$ cat src/rtl/delay_stats.sv
// Latency statistics for the frame-delay tester: live count/lost/sum/min/max
// accumulation plus an on-demand frozen snapshot with a serial restoring divider.
module delay_stats #(
  parameter int DW = 20,
  parameter int CW = 16,
  parameter int SW = DW + CW
) (
  input  logic          tx_clk,
  input  logic          reset,
  input  logic          dif_valid,
  input  logic [DW-1:0] dif_in,
  input  logic          dif_lost,
  input  logic          clear,
  input  logic          snap_req,
  output logic          busy,
  output logic          stat_valid,
  output logic [DW-1:0] stat_min,
  output logic [DW-1:0] stat_max,
  output logic [DW-1:0] stat_avg,
  output logic [CW-1:0] stat_cnt,
  output logic [CW-1:0] stat_lost,
  output logic          stat_ovf
);

  localparam int BW = $clog2(SW + 1);
  localparam logic [CW-1:0] CNT_MAX = '1;

  typedef enum logic [1:0] {S_IDLE, S_DIV, S_DONE} state_t;

  logic [CW-1:0] r_cnt;
  logic [CW-1:0] r_lost;
  logic [SW-1:0] r_sum;
  logic [DW-1:0] r_min;
  logic [DW-1:0] r_max;
  logic          r_ovf;

  state_t        r_state;
  logic [BW-1:0] r_bit;
  logic [CW-1:0] r_s_cnt;
  logic [CW-1:0] r_s_lost;
  logic [DW-1:0] r_s_min;
  logic [DW-1:0] r_s_max;
  logic          r_s_ovf;
  logic [SW-1:0] r_quo;
  logic [CW-1:0] r_rem;

  logic [CW:0]   w_rem_sh;
  logic          w_ge;
  logic [CW-1:0] w_sub;

  // Live accumulators; clear takes priority over same-cycle events
  always_ff @(posedge tx_clk or posedge reset) begin
    if (reset) begin
      r_cnt  <= '0;
      r_lost <= '0;
      r_sum  <= '0;
      r_min  <= '1;
      r_max  <= '0;
      r_ovf  <= 1'b0;
    end else if (clear) begin
      r_cnt  <= '0;
      r_lost <= '0;
      r_sum  <= '0;
      r_min  <= '1;
      r_max  <= '0;
      r_ovf  <= 1'b0;
    end else begin
      if (dif_valid) begin
        if (r_cnt == CNT_MAX) begin
          r_ovf <= 1'b1;
        end else begin
          r_cnt <= r_cnt + CW'(1);
          r_sum <= r_sum + SW'(dif_in);
          if (dif_in < r_min) r_min <= dif_in;
          if (dif_in > r_max) r_max <= dif_in;
        end
      end
      if (dif_lost && (r_lost != CNT_MAX)) r_lost <= r_lost + CW'(1);
    end
  end

  // One restoring-division step: the partial remainder never exceeds the
  // divisor, so the subtraction result always fits in CW bits.
  always_comb begin
    w_rem_sh = {r_rem, r_quo[SW-1]};
    w_ge     = (w_rem_sh >= {1'b0, r_s_cnt});
    w_sub    = w_rem_sh[CW-1:0] - r_s_cnt;
  end

  always_ff @(posedge tx_clk or posedge reset) begin
    if (reset) begin
      r_state    <= S_IDLE;
      r_bit      <= '0;
      r_s_cnt    <= '0;
      r_s_lost   <= '0;
      r_s_min    <= '0;
      r_s_max    <= '0;
      r_s_ovf    <= 1'b0;
      r_quo      <= '0;
      r_rem      <= '0;
      busy       <= 1'b0;
      stat_valid <= 1'b0;
      stat_min   <= '0;
      stat_max   <= '0;
      stat_avg   <= '0;
      stat_cnt   <= '0;
      stat_lost  <= '0;
      stat_ovf   <= 1'b0;
    end else begin
      stat_valid <= 1'b0;
      case (r_state)
        S_IDLE: begin
          if (snap_req) begin
            r_s_cnt  <= r_cnt;
            r_s_lost <= r_lost;
            r_s_min  <= r_min;
            r_s_max  <= r_max;
            r_s_ovf  <= r_ovf;
            r_quo    <= r_sum;
            r_rem    <= '0;
            r_bit    <= BW'(SW);
            busy     <= 1'b1;
            r_state  <= S_DIV;
          end
        end
        S_DIV: begin
          if (r_bit != '0) begin
            r_rem <= w_ge ? w_sub : w_rem_sh[CW-1:0];
            r_quo <= {r_quo[SW-2:0], w_ge};
            r_bit <= r_bit - BW'(1);
          end else begin
            r_state <= S_DONE;
          end
        end
        S_DONE: begin
          // An empty snapshot reports zeros instead of the all-ones min seed
          stat_min   <= (r_s_cnt == '0) ? '0 : r_s_min;
          stat_max   <= r_s_max;
          stat_avg   <= (r_s_cnt == '0) ? '0 : r_quo[DW-1:0];
          stat_cnt   <= r_s_cnt;
          stat_lost  <= r_s_lost;
          stat_ovf   <= r_s_ovf;
          stat_valid <= 1'b1;
          busy       <= 1'b0;
          r_state    <= S_IDLE;
        end
        default: r_state <= S_IDLE;
      endcase
    end
  end

endmodule

$ cat config.mk
export PLATFORM = sky130hd
export DESIGN_NAME = delay_stats
export DESIGN_NICKNAME = d
export VERILOG_FILES = /design/src/rtl/delay_stats.sv
export SDC_FILE = /design/constraint.sdc
export NUM_CORES = 1
export LEC_CHECK = 0
export BUFFER_PORTS_ARGS = -buffer_cell sky130_fd_sc_hd__buf_2
export CAP_MARGIN = 20
export CORE_AREA = 2 2 158 199
export CTS_CLUSTER_DIAMETER = 50
export CTS_CLUSTER_SIZE = 40
export DETAILED_ROUTE_END_ITERATION = 12
export DIE_AREA = 0 0 160 201
export PLACE_DENSITY_LB_ADDON = 0.08
export SLEW_MARGIN = 20
export SYNTH_ARGS = -nofsm -noshare
export SYNTH_HDL_FRONTEND = slang
export SYNTH_SLANG_ARGS = --single-unit
$ cat constraint.sdc
create_clock -name tx_clk -period 26.3 [get_ports tx_clk]
set_input_delay 5.26 -clock tx_clk [delete_from_list [all_inputs] [get_ports tx_clk]]
set_output_delay 5.26 -clock tx_clk [all_outputs]
set_load 0.02 [all_outputs]
### Word level (Yosys, flattened, before mapping)

Index checks and enable logic that the tools add are counted.

* bits in registers: 337
* output and inout bits: 95
* word-level logic and storage cells: 95

* add/sub/neg operators: 5
* magnitude comparators: 3
* eq/ne operators: 8
* muxes and demuxes: 37
* reduce and logical (&&, ||, !) cells: 19

Operators with widths (number)
* 2-to-1 mux 20 bit: 10
* 2-to-1 mux 36 bit: 5
* 2-to-1 mux 16 bit: 8
* one-hot mux 36 bit (2 select lines): 1
* adder 36 x 20 -> 36 bit: 1
* adder 16 x 1 -> 16 bit (second input constant): 2
* one-hot mux 16 bit (2 select lines): 1
* > comparator 20 bit: 1
* < comparator 20 bit: 1
* greater-or-equal comparator 17 x 16 -> 1 bit: 1
* == test 16 bit (second input constant): 1
* zero test 16 bit: 1
* != test 16 bit (second input constant): 1
* subtractor 16 bit: 1
* nonzero test 2 bit: 7
* 2-to-1 mux 6 bit: 2
* one-hot mux 6 bit (2 select lines): 1
* AND reduction 2 bit: 5
* AND reduction 3 bit: 3
* != test 2 bit (second input constant): 4
* nonzero test 6 bit: 1
* subtractor 6 x 1 -> 6 bit (second input constant): 1
* 2-to-1 mux 1 bit: 5
* 2-to-1 mux 2 bit: 2
* 6 further kinds: 6

### Logic depth before layout (Yosys ltp)

Gate-level depths: netlist of run 1.

* depth in word-level cells: 5
* depth in mapped cells: 11
* depth with buffers taken out: 10

### Least setup slack after synthesis of run 1

No wires, ideal clock.

* path type: input to register
* start point: in dif_in[0]
* end point: reg r_sum[24]
* setup time: 0.125 ns
* data arrival time: 7.212 ns
* path slack: 18.963 ns
* stages on the path: 9
* buffers on the path: 0
* cell sequence: ha_1 > fa_1 > a211oi_1 > nor2_1 > o21ai_2 > o21a_1 > o21a_1 > and3b_1 > mux2_4

* longest elaborated chain between the ends: 4

Ends and longest elaborated chain
* from (decl): RTL line 11 `input logic [DW-1:0] dif_in,`
* adder 36 x 20 -> 36 bit: RTL line 73 `r_sum <= r_sum + SW'(dif_in);`
* 2-to-1 mux 36 bit: RTL line 69 `if (r_cnt == CNT_MAX) begin`
* 2-to-1 mux 36 bit: RTL line 68 `if (dif_valid) begin`
* 2-to-1 mux 36 bit: RTL line 60 `end else if (clear) begin`
* to (signal assigned): RTL line 73
* to (decl): RTL line 32 `logic [SW-1:0] r_sum;`

Every way passes these cells. The select of a mux whose other input is x is not followed.
A chain may end at the register's enable or synchronous reset.

### Worst setup path in the final report of run 1

* start point: in dif_in[0]
* end point: reg r_sum[28]

The elaborated chain is that of the path after synthesis.

==> results.json, run 1 <==
{
  "port-buffer-count": 120,
  "hold_class": "flip-flop to flip-flop",
  "tns_ns": 0,
  "wl_per_cell_microns": 16.94,
  "rsz0062_at_grt": "no",
  "avgSynthCellArea_sq_um": 9.603,
  "drive_gt1_frac": 0.1337,
  "synthTopCellsByArea": "dfrtp_1 47%, nand2_1 8.3%, ha_1 5.9%, mux2i_1 5.6%, o21ai_0 4.0%",
  "p_per_area_mw_per_mm2": 89.86,
  "placedCellCount": 2200,
  "final_cells": 2262,
  "rr_startpoint": "r_sum[0]",
  "synth-edff-count": 0,
  "cts_hold_buf": 0,
  "cts_root_buf": "clkbuf_16",
  "yosysSeqAreaShare": 0.5056,
  "async_reset_ff_frac": 1.000,
  "timing.final.crit_share": 0.2743,
  "arrival_ns": 7.66,
  "die_w_microns": 160,
  "dr.pass1.iters": 7,
  "end_kind": "flip-flop",
  "skew_ns": 0.02201,
  "drt_wl_total_microns": 38310,
  "mostFrequentLayoutCells": "367 x nand2_1, 317 x dfrtp_1, 133 x o21ai_0",
  "outcome": "completed",
  "fp.dieH_microns": 201,
  "die_area_sq_mm": 0.03216,
  "crit_end": "r_sum[28]",
  "tightest_slew_ns": 0.9533,
  "yosys_register_bits": 337,
  "cts_tree": "built",
  "place_hpwl_microns": 26130,
  "synthDistinctLibCells": 71,
  "p_total_mw": 1.692,
  "path_class": "primary input to flip-flop",
  "start_util": 0.5494,
  "cp_max_fo": 9,
  "leakage_nw": 9.245,
  "clock_path_buffers": 3,
  "peakVddDrop_mv": 0.05697,
  "cp-start-kind": "primary input",
  "final.min_clock_period_ns": 7.213,
  "core_area_sq_mm": 0.03045,
  "ant_nets": 0,
  "max_freq_ghz": 0.1386,
  "yosysWarnings": 0,
  "finalHoldViolations": 0,
  "rrSetupSlack_ns": 23.56,
  "synthesis.area_sq_mm": 0.01673,
  "area_delta_synth_final_pct": 12.57,
  "max-slew-margin-rel": 0.3645,
  "final_common_cell": "nand2_1",
  "slew_violations": 0,
  "grt_overflow_total": 0,
  "cts_max_level": 2,
  "ioPinCount": 121,
  "hold_ws_ns": 0.4667,
  "drv_cap": 0,
  "cts_resized": 0,
  "antenna_found_initial": 0,
  "fp-row-count": 72,
  "vias": 12439,
  "cts_buffers": 34,
  "place.gp.congestion": 0.8631,
  "crit_required_ns": 26.74,
  "grt_pass1_wl_microns": 63630,
  "grt_max_degree": 150,
  "syn_nets": 1849,
  "gr-usage-all-layers": 0.2421,
  "fin_ws_ns": 19.09,
  "post_cts.repair.setup_buffers": 0,
  "drcViolationCount": 0,
  "grt_pass1_vias": 12449,
  "synthFlopType": "dfrtp_1",
  "finalSetupViolations": 0,
  "syn_inst": 1742,
  "clk_latency_ns": 0.54,
  "diodes": 0,
  "crit_path_start": "dif_in[0]",
  "layout.nets": 1936,
  "dp_slack_ns": 18.60,
  "path_clk_slew_ns": 0.06,
  "vias_per_cell": 5.499,
  "drt_iter0_drc": 848,
  "cts.sink_count": 337,
  "r2r-end": "r_sum[28]",
  "reg2regPathDepth": 9,
  "synth_top_cell_area_share": 0.4742,
  "yosysTopAreaCell": "dfrtp_1"
}
worst max-delay path, cell delays in order:
cell	delay (ns)
buf_2	0.15
ha_1	0.25
fa_1	0.43
a211oi_1	0.22
nor2_1	0.12
o21ai_2	0.31
o211ai_2	0.21
a21oi_2	0.38
o21ai_0	0.16
a21oi_1	0.16
synth_stat cells (40+ instances only):
master      n
nand2b_1   50
mux2i_1    93
a22o_1     40
nor2_1    126
clkbuf_1   62
xor2_1     42
a21oi_1    78
inv_1      69
ha_1       79
nand2_1   368
dfrtp_1   317
o21ai_0   133
report_power, final:
group,switching [mW],internal [mW],total [mW],leakage [nW]
clock network,0.232,0.276,0.508,0.568
registers,0.0661,0.618,0.684,4.49
logic,0.300,0.200,0.500,4.19
cell type report:
type | instances | area (sq um)
fill | 2706 | 11620
sequential | 337 | 8458
multi-input combinational | 1252 | 7686
clock buffer | 37 | 883.3
timing repair buffer | 134 | 720.7
tap | 407 | 509.2
clock inverter | 25 | 304.0
inverter | 70 | 270.3
stage by stage:
stage,instance area (sq um),util
finish,18830,0.6185
global route,18830,0.6185
CTS,18830,0.6185
detailed placement,17640,0.5795
global placement,17640,0.5795
floorplan,16730,-
sequential cells by signal, indices dropped and copies added (netlist names), 6 cells and up:
register / flops
r_rem: 16
r_cnt: 16
r_bit: 6
r_s_cnt: 16
r_s_max: 20
r_sum: 36
r_quo: 36
stat_max: 20
r_s_lost: 16
r_max: 20
stat_min: 20
r_min: 20
stat_lost: 16
stat_avg: 20
r_lost: 16
stat_cnt: 16
r_s_min: 20
how the worst min path moves through the flow:
stage	slack [ns]	end	from	cells past startpoint
after floorplan	0.44	stat_lost[0]	r_s_lost[0]	2
after global placement	0.45	stat_max[18]	r_s_max[18]	2
after detailed placement	0.45	stat_lost[6]	r_s_lost[6]	2
after CTS	0.47	stat_max[16]	r_s_max[16]	2
after global routing	0.50	stat_max[0]	r_s_max[0]	2
final	0.47	stat_lost[11]	r_s_lost[11]	2
cells by family (layout without fill, tap and decap cells):
kind of cell	Yosys count	in the layout	synth area share
adders and majority gates	81	81	0.06148
xor gates and xnor gates	65	65	0.03403
AOI/OAI and AO/OA	341	341	0.1256
DFF	337	337	0.5056
muxes	95	95	0.05722
buffers and inverters	153	266	0.03792
and+or+nand+nor	670	670	0.1782
routing by layer:
layer	global-route usage	up-vias	routed length (microns)
li1	-	6096	-
met1	0.3235	6088	17320
met3	0.03161	51	1288
met2	0.4215	204	18950
met4	0.05759	0	752
met5	0	-	0
Power figures use the tool's default switching activity.
==> run 2: changes to the inputs <==
ABC_AREA = 1   (was not set)
CORE_AREA = 2 2 165 207   (was 2 2 158 199)
DIE_AREA = 0 0 167 209   (was 0 0 160 201)
clock period = 6.2 ns   (was 26.3 ns; I/O delays follow)
==> run 2 against run 1 <==
Effect of this change: first-iteration DRC count increased by 43%; worst hold slack about the same; clock skew fell by 0.0024 ns; sequential power increased to 4.6 times the previous value; critical path depth shrank 1; critical path type unchanged.
==> results.json, run 2 <==
{
  "cts_buffers": 34,
  "grt_pass1_wl_microns": 76330,
  "path_clk_slew_ns": 0.06,
  "clk_latency_ns": 0.53,
  "drt_wl_total_microns": 45880,
  "peakVddDrop_mv": 0.2563,
  "synthTopCellsByArea": "dfrtp_1 44%, nand2_1 17%, ha_1 5.5%, inv_1 5.4%, nand3_1 4.6%",
  "layout.nets": 2506,
  "async_reset_ff_frac": 1.000,
  "max-slew-margin-rel": 0.3012,
  "tightest_slew_ns": 1.047,
  "core_area_sq_mm": 0.03313,
  "p_total_mw": 8.297,
  "synthFlopType": "dfrtp_1",
  "syn_inst": 2325,
  "top_regs": "r_quo: 36 flops, r_sum: 36 flops",
  "max_freq_ghz": 0.3002,
  "post_cts.repair.setup_buffers": 0,
  "antenna_found_initial": 4,
  "mostFrequentLayoutCells": "804 x nand2_1, 317 x dfrtp_1, 258 x inv_1",
  "skew_ns": 0.01964,
  "arrival_ns": 3.79,
  "grt_overflow_total": 0,
  "comb_power_share": 0.353,
  "cp-start-kind": "primary input",
  "place_hpwl_microns": 32520,
  "die_w_microns": 167,
  "drive_gt1_frac": 0.1081,
  "rsz0062_at_grt": "no",
  "timing.final.crit_share": 0.5373,
  "ant_nets": 0,
  "end_kind": "flip-flop",
  "start_util": 0.5412,
  "final_cells": 2850,
  "synthesis.area_sq_mm": 0.01793,
  "drcViolationCount": 0,
  "internal-power_mw": 5.071,
  "slew_violations": 0,
  "yosysWarnings": 0,
  "synth.most_common_cell": "nand2_1",
  "tns_ns": 0,
  "crit_required_ns": 6.66,
  "hold_ws_ns": 0.4665,
  "fp-row-count": 75,
  "grt_pass1_vias": 14689,
  "switching_share": 0.3888,
  "fillCellCount": 3089,
  "wl_per_cell_microns": 16.10,
  "p_per_area_mw_per_mm2": 414.7,
  "cts.sink_count": 337,
  "die_area_sq_mm": 0.03490,
  "avgSynthCellArea_sq_um": 7.711,
  "yosys_register_bits": 337,
  "drt_iter0_drc": 1216,
  "drv_cap": 0,
  "placedCellCount": 2786,
  "grt_max_degree": 167,
  "ioPinCount": 121,
  "cts_root_buf": "clkbuf_16",
  "finalHoldViolations": 0,
  "clkPwrFrac": 0.270,
  "dr.pass1.iters": 5,
  "yosys-top-cells-count": "804 x nand2_1, 317 x dfrtp_1, 260 x inv_1",
  "synth-edff-count": 0,
  "yosysTopAreaCell": "dfrtp_1",
  "place.gp.congestion": 0.9342,
  "vias_per_cell": 5.335,
  "final.min_clock_period_ns": 3.331,
  "seq_power_share": 0.376,
  "gr-usage-all-layers": 0.2695,
  "synthDistinctLibCells": 41,
  "vias": 15204,
  "final_common_cell": "nand2_1",
  "port-buffer-count": 120,
  "clock_path_buffers": 3,
  "fp.dieH_microns": 209,
  "yosysSeqAreaShare": 0.4718,
  "synth_top_cell_area_share": 0.4425,
  "p_switching_mw": 3.226,
  "leakage_nw": 10.57,
  "cts_tree": "built",
  "cp_max_fo": 21,
  "cts_resized": 0,
  "finalSetupViolations": 0,
  "hold_class": "flip-flop to flip-flop",
  "cts_hold_buf": 0,
  "outcome": "completed",
  "cts_max_level": 2,
  "path_class": "primary input to flip-flop",
  "syn_nets": 2432,
  "area_delta_synth_final_pct": 11.60
}
[run 2: cell types whose count changed in the layout (fill, tap and decap cells not counted), sizes merged, moves of 24 or more]
cell	change
mux2i	-93
nand2b	-50
a22o	-40
xor2	-30
o21ai	+26
nand3	+142
nand2	+443
inv	+198
o211ai	+28
nand4	+24
[run 2: cell type report]
type | count | area [sq um] | area share
diodes | 3 | 7.507 | 0.0003752
clock buffers | 40 | 957.2 | 0.04784
clock inverters | 21 | 274.0 | 0.01370
inverters | 269 | 1015 | 0.05072
multi-input cells | 1626 | 8059 | 0.4028
flip-flops and latches | 337 | 8458 | 0.4227
well taps | 423 | 529.3 | 0.02645
repair buffers | 131 | 708.2 | 0.03539
[run 2: power groups by stage]
stage	logic [mW]	registers, mW	clock network (mW)
final	2.93	3.12	2.24
after global routing	3.39	3.18	2.37
after global placement	2.88	3.15	0
after CTS	2.95	3.12	2.30
after floorplan	2.06	3.25	0
after detailed placement	2.93	3.16	0
[run 2: critical path, cell delays in order]
cell and delay [ns]:
buf_2 0.14, ha_1 0.32, a21oi_1 0.15, o21ai_0 0.10, a21oi_1 0.19, nand3_1 0.71, nand2_2 0.69, nand3_1 0.15
nand2_1 0.10
[run 2: worst paths after layout]
| path | from | endpoint | slack [ns] | depth (start not counted) |
|---|---|---|---|---|
| max in group asynchronous | reset | stat_max[15] | 4.15 | 3 |
| min in group asynchronous | reset | stat_cnt[0] | 0.76 | 2 |
| worst max-delay path | dif_in[15] | r_max[19] | 2.87 | 9 |
| worst max register to register | r_state[0] | r_quo[18] | 3.23 | 7 |
| worst min register to register | stat_max[11] | stat_max[11] | 0.47 | 2 |
| worst min-delay path | stat_max[11] | stat_max[11] | 0.47 | 2 |
[run 2: per-layer routing]
layer	vias to the layer above	wire length, microns	global-route usage
li1	7621	-	-
met1	7144	20150	0.3560
met2	342	22100	0.4531
met3	95	1983	0.03523
met4	2	1635	0.1046
met5	-	13	0
[run 2: kinds of logic (layout without fill, tap and decap cells)]
logic type / after synthesis / in the layout / share of synthesized area
simple gates: 1234 / 1234 / 0.2921
buf+inv: 362 / 461 / 0.08012
flops: 337 / 337 / 0.4718
compound gates: 284 / 284 / 0.08549
fa+ha+maj: 81 / 81 / 0.05737
xor+xnor: 27 / 27 / 0.01319
other cells: 0 / 3 / 0
[run 2: stage by stage]
stage               setup WS (ns)    util  cell area, sq um
floorplan                  0.4717       -             17930
global placement            2.488  0.5666             18770
detailed placement          2.386  0.5666             18770
CTS                         2.943  0.6038             20000
global route                2.597  0.6040             20010
finish                      2.869  0.6040             20010
==> run 3: changes to the inputs <==
clock period = 2.9 ns   (was 6.2 ns; I/O delays follow)
==> run 3 against run 2 <==
Effect of this change: routed wire length is 4.8% higher; sequential share of layout area is 0.48 points lower; sequential power is 110% higher; via count is 1.1% higher; utilization is 0.69 points higher; global-route usage is 0.89 points higher; largest power group unchanged; highest routed layer is now met4.
==> results.json, run 3 (synthesized netlist as in run 2, its figures left out) <==
{
  "outcome": "completed",
  "clk_latency_ns": 0.54,
  "p_per_area_mw_per_mm2": 887.8,
  "area_delta_synth_final_pct": 12.88,
  "fillCellCount": 3070,
  "rr_startpoint": "r_max[19]",
  "crit_path_start": "r_max[19]",
  "rrSetupSlack_ns": 0.47,
  "dp_slack_ns": -0.09871,
  "skew_ns": 0.02346,
  "fp.dieH_microns": 209,
  "vias_per_cell": 5.362,
  "peakVddDrop_mv": 0.5678,
  "reg2regPathDepth": 10,
  "tightest_slew_ns": 1.011,
  "grt_pass1_vias": 14979,
  "cts.sink_count": 337,
  "ioPinCount": 121,
  "fp-row-count": 75,
  "hold_class": "primary input to asynchronous set/reset pin",
  "antenna_found_initial": 1,
  "cp_cell_sequence": "inv_1, ha_1, nand2_1, nor2_1, nand2_1, nor3_1, nor2_4, nand2_2, nand3_1, nand2_1",
  "rsz0062_at_grt": "no",
  "path_clk_slew_ns": 0.08,
  "core_area_sq_mm": 0.03313,
  "crit_end": "r_max[15]",
  "gr-usage-all-layers": 0.2784,
  "path_class": "flip-flop to flip-flop",
  "max_freq_ghz": 0.4117,
  "cts_root_buf": "clkbuf_16",
  "max-slew-margin-rel": 0.3261,
  "leakage_nw": 10.68,
  "post_cts.repair.setup_buffers": 0,
  "cts_tree": "built",
  "mostFrequentLayoutCells": "804 x nand2_1, 317 x dfrtp_1, 258 x inv_1",
  "port-buffer-count": 120,
  "fin_ws_ns": 0.4710,
  "grt_overflow_total": 0,
  "cts_buffers": 35,
  "top_regs": "r_quo: 36 flops, r_sum: 36 flops",
  "die_w_microns": 167,
  "clock_path_buffers": 3,
  "arrival_ns": 2.85,
  "finalHoldViolations": 0,
  "grt_max_degree": 140,
  "place_hpwl_microns": 34310,
  "critical_path.most_common_cell": "nand2_1",
  "drive_gt1_frac": 0.1158,
  "wl_per_cell_microns": 16.77,
  "drcViolationCount": 0,
  "placedCellCount": 2804,
  "drt_wl_total_microns": 48090,
  "drv_cap": 0,
  "finalSetupViolations": 0,
  "vias": 15378,
  "dr.pass1.iters": 6,
  "r2r-end": "r_max[15]",
  "cp_max_fo": 21,
  "final.min_clock_period_ns": 2.429,
  "ant_nets": 0,
  "die_area_sq_mm": 0.03490,
  "slew_violations": 0,
  "final_common_cell": "nand2_1",
  "cp-start-kind": "flip-flop",
  "drt_iter0_drc": 1224,
  "timing.final.crit_share": 0.8376,
  "cts_max_level": 2,
  "cp_slowest_stage_delay_ns": 0.44,
  "end_kind": "flip-flop",
  "layout.nets": 2525,
  "crit_required_ns": 3.32,
  "final_util": 0.6109,
  "grt_pass1_wl_microns": 78450,
  "place.gp.congestion": 0.9726,
  "final_cells": 2868,
  "cp_slowest_cell": "nor2_4",
  "start_util": 0.5412
}
==> run 3: stage by stage <==
step	total power, mW	area, sq um	TNS (ns)	hold WS [ns]
3_5_place_dp	13.19	18950	-1.520	0.4537
3_3_place_gp	13.06	18950	0	0.4478
2_1_floorplan	11.34	17930	-706.35	0.4493
6_report	17.97	20240	0	0.06554
4_1_cts	18.10	20230	0	0.05422
5_1_grt	19.28	20240	0	0.05612
==> run 3: cell type report <==
| class | count | area, sq um | share of cell area |
|---|---|---|---|
| Clock inverter | 26 | 349.1 | 0.01725 |
| Tap cell | 423 | 529.3 | 0.02615 |
| Multi-Input combinational cell | 1626 | 8064 | 0.3985 |
| Antenna cell | 1 | 2.502 | 0.0001237 |
| Clock buffer | 37 | 925.9 | 0.04575 |
| Timing Repair Buffer | 149 | 893.4 | 0.04414 |
| Inverter | 269 | 1015 | 0.05014 |
| Sequential cell | 337 | 8458 | 0.4180 |
==> run 3: worst max-delay path: cells and delay by family, from the launching register on <==
kind / cells / cell delay, ns
and+or+nand+nor: 8 / 1.53
DFF: 1 / 0.37
adders and majority gates: 1 / 0.27
buffers and inverters: 1 / 0.13
==> run 3: worst min path at each step <==
stage / start / to / slack (ns) / cells after the start
2_1_floorplan: r_s_lost[12] / r_s_lost[12] / 0.45 / 2
3_3_place_gp: stat_lost[1] / stat_lost[1] / 0.45 / 2
3_5_place_dp: stat_lost[12] / stat_lost[12] / 0.45 / 2
4_1_cts: reset / r_s_lost[7] / 0.05 / 2
5_1_grt: reset / r_s_lost[9] / 0.06 / 2
6_report: reset / r_s_lost[14] / 0.07 / 2
==> run 3: report_power, final <==
part           internal (mW)  switching (mW)  leakage [nW]
Clock                   2.59            2.25         0.607
Sequential              5.91           0.762          4.44
Combinational           2.22            4.23          5.63
==> run 3: repair_timing <==
item | 4_1_cts | 5_1_grt
setup endpoints to repair | 0 | 19
hold buffers | 0 | 0
gates resized for setup | 0 | 1
==> run 3: routing by layer <==
metal	part of all wire	wire length, microns	track usage	vias up
met5	0	0	0	-
met2	0.50	23910	0.4860	333
li1	-	-	-	7659
met4	0.031	1512	0.09542	0
met1	0.43	20780	0.3594	7299
met3	0.039	1887	0.03314	87
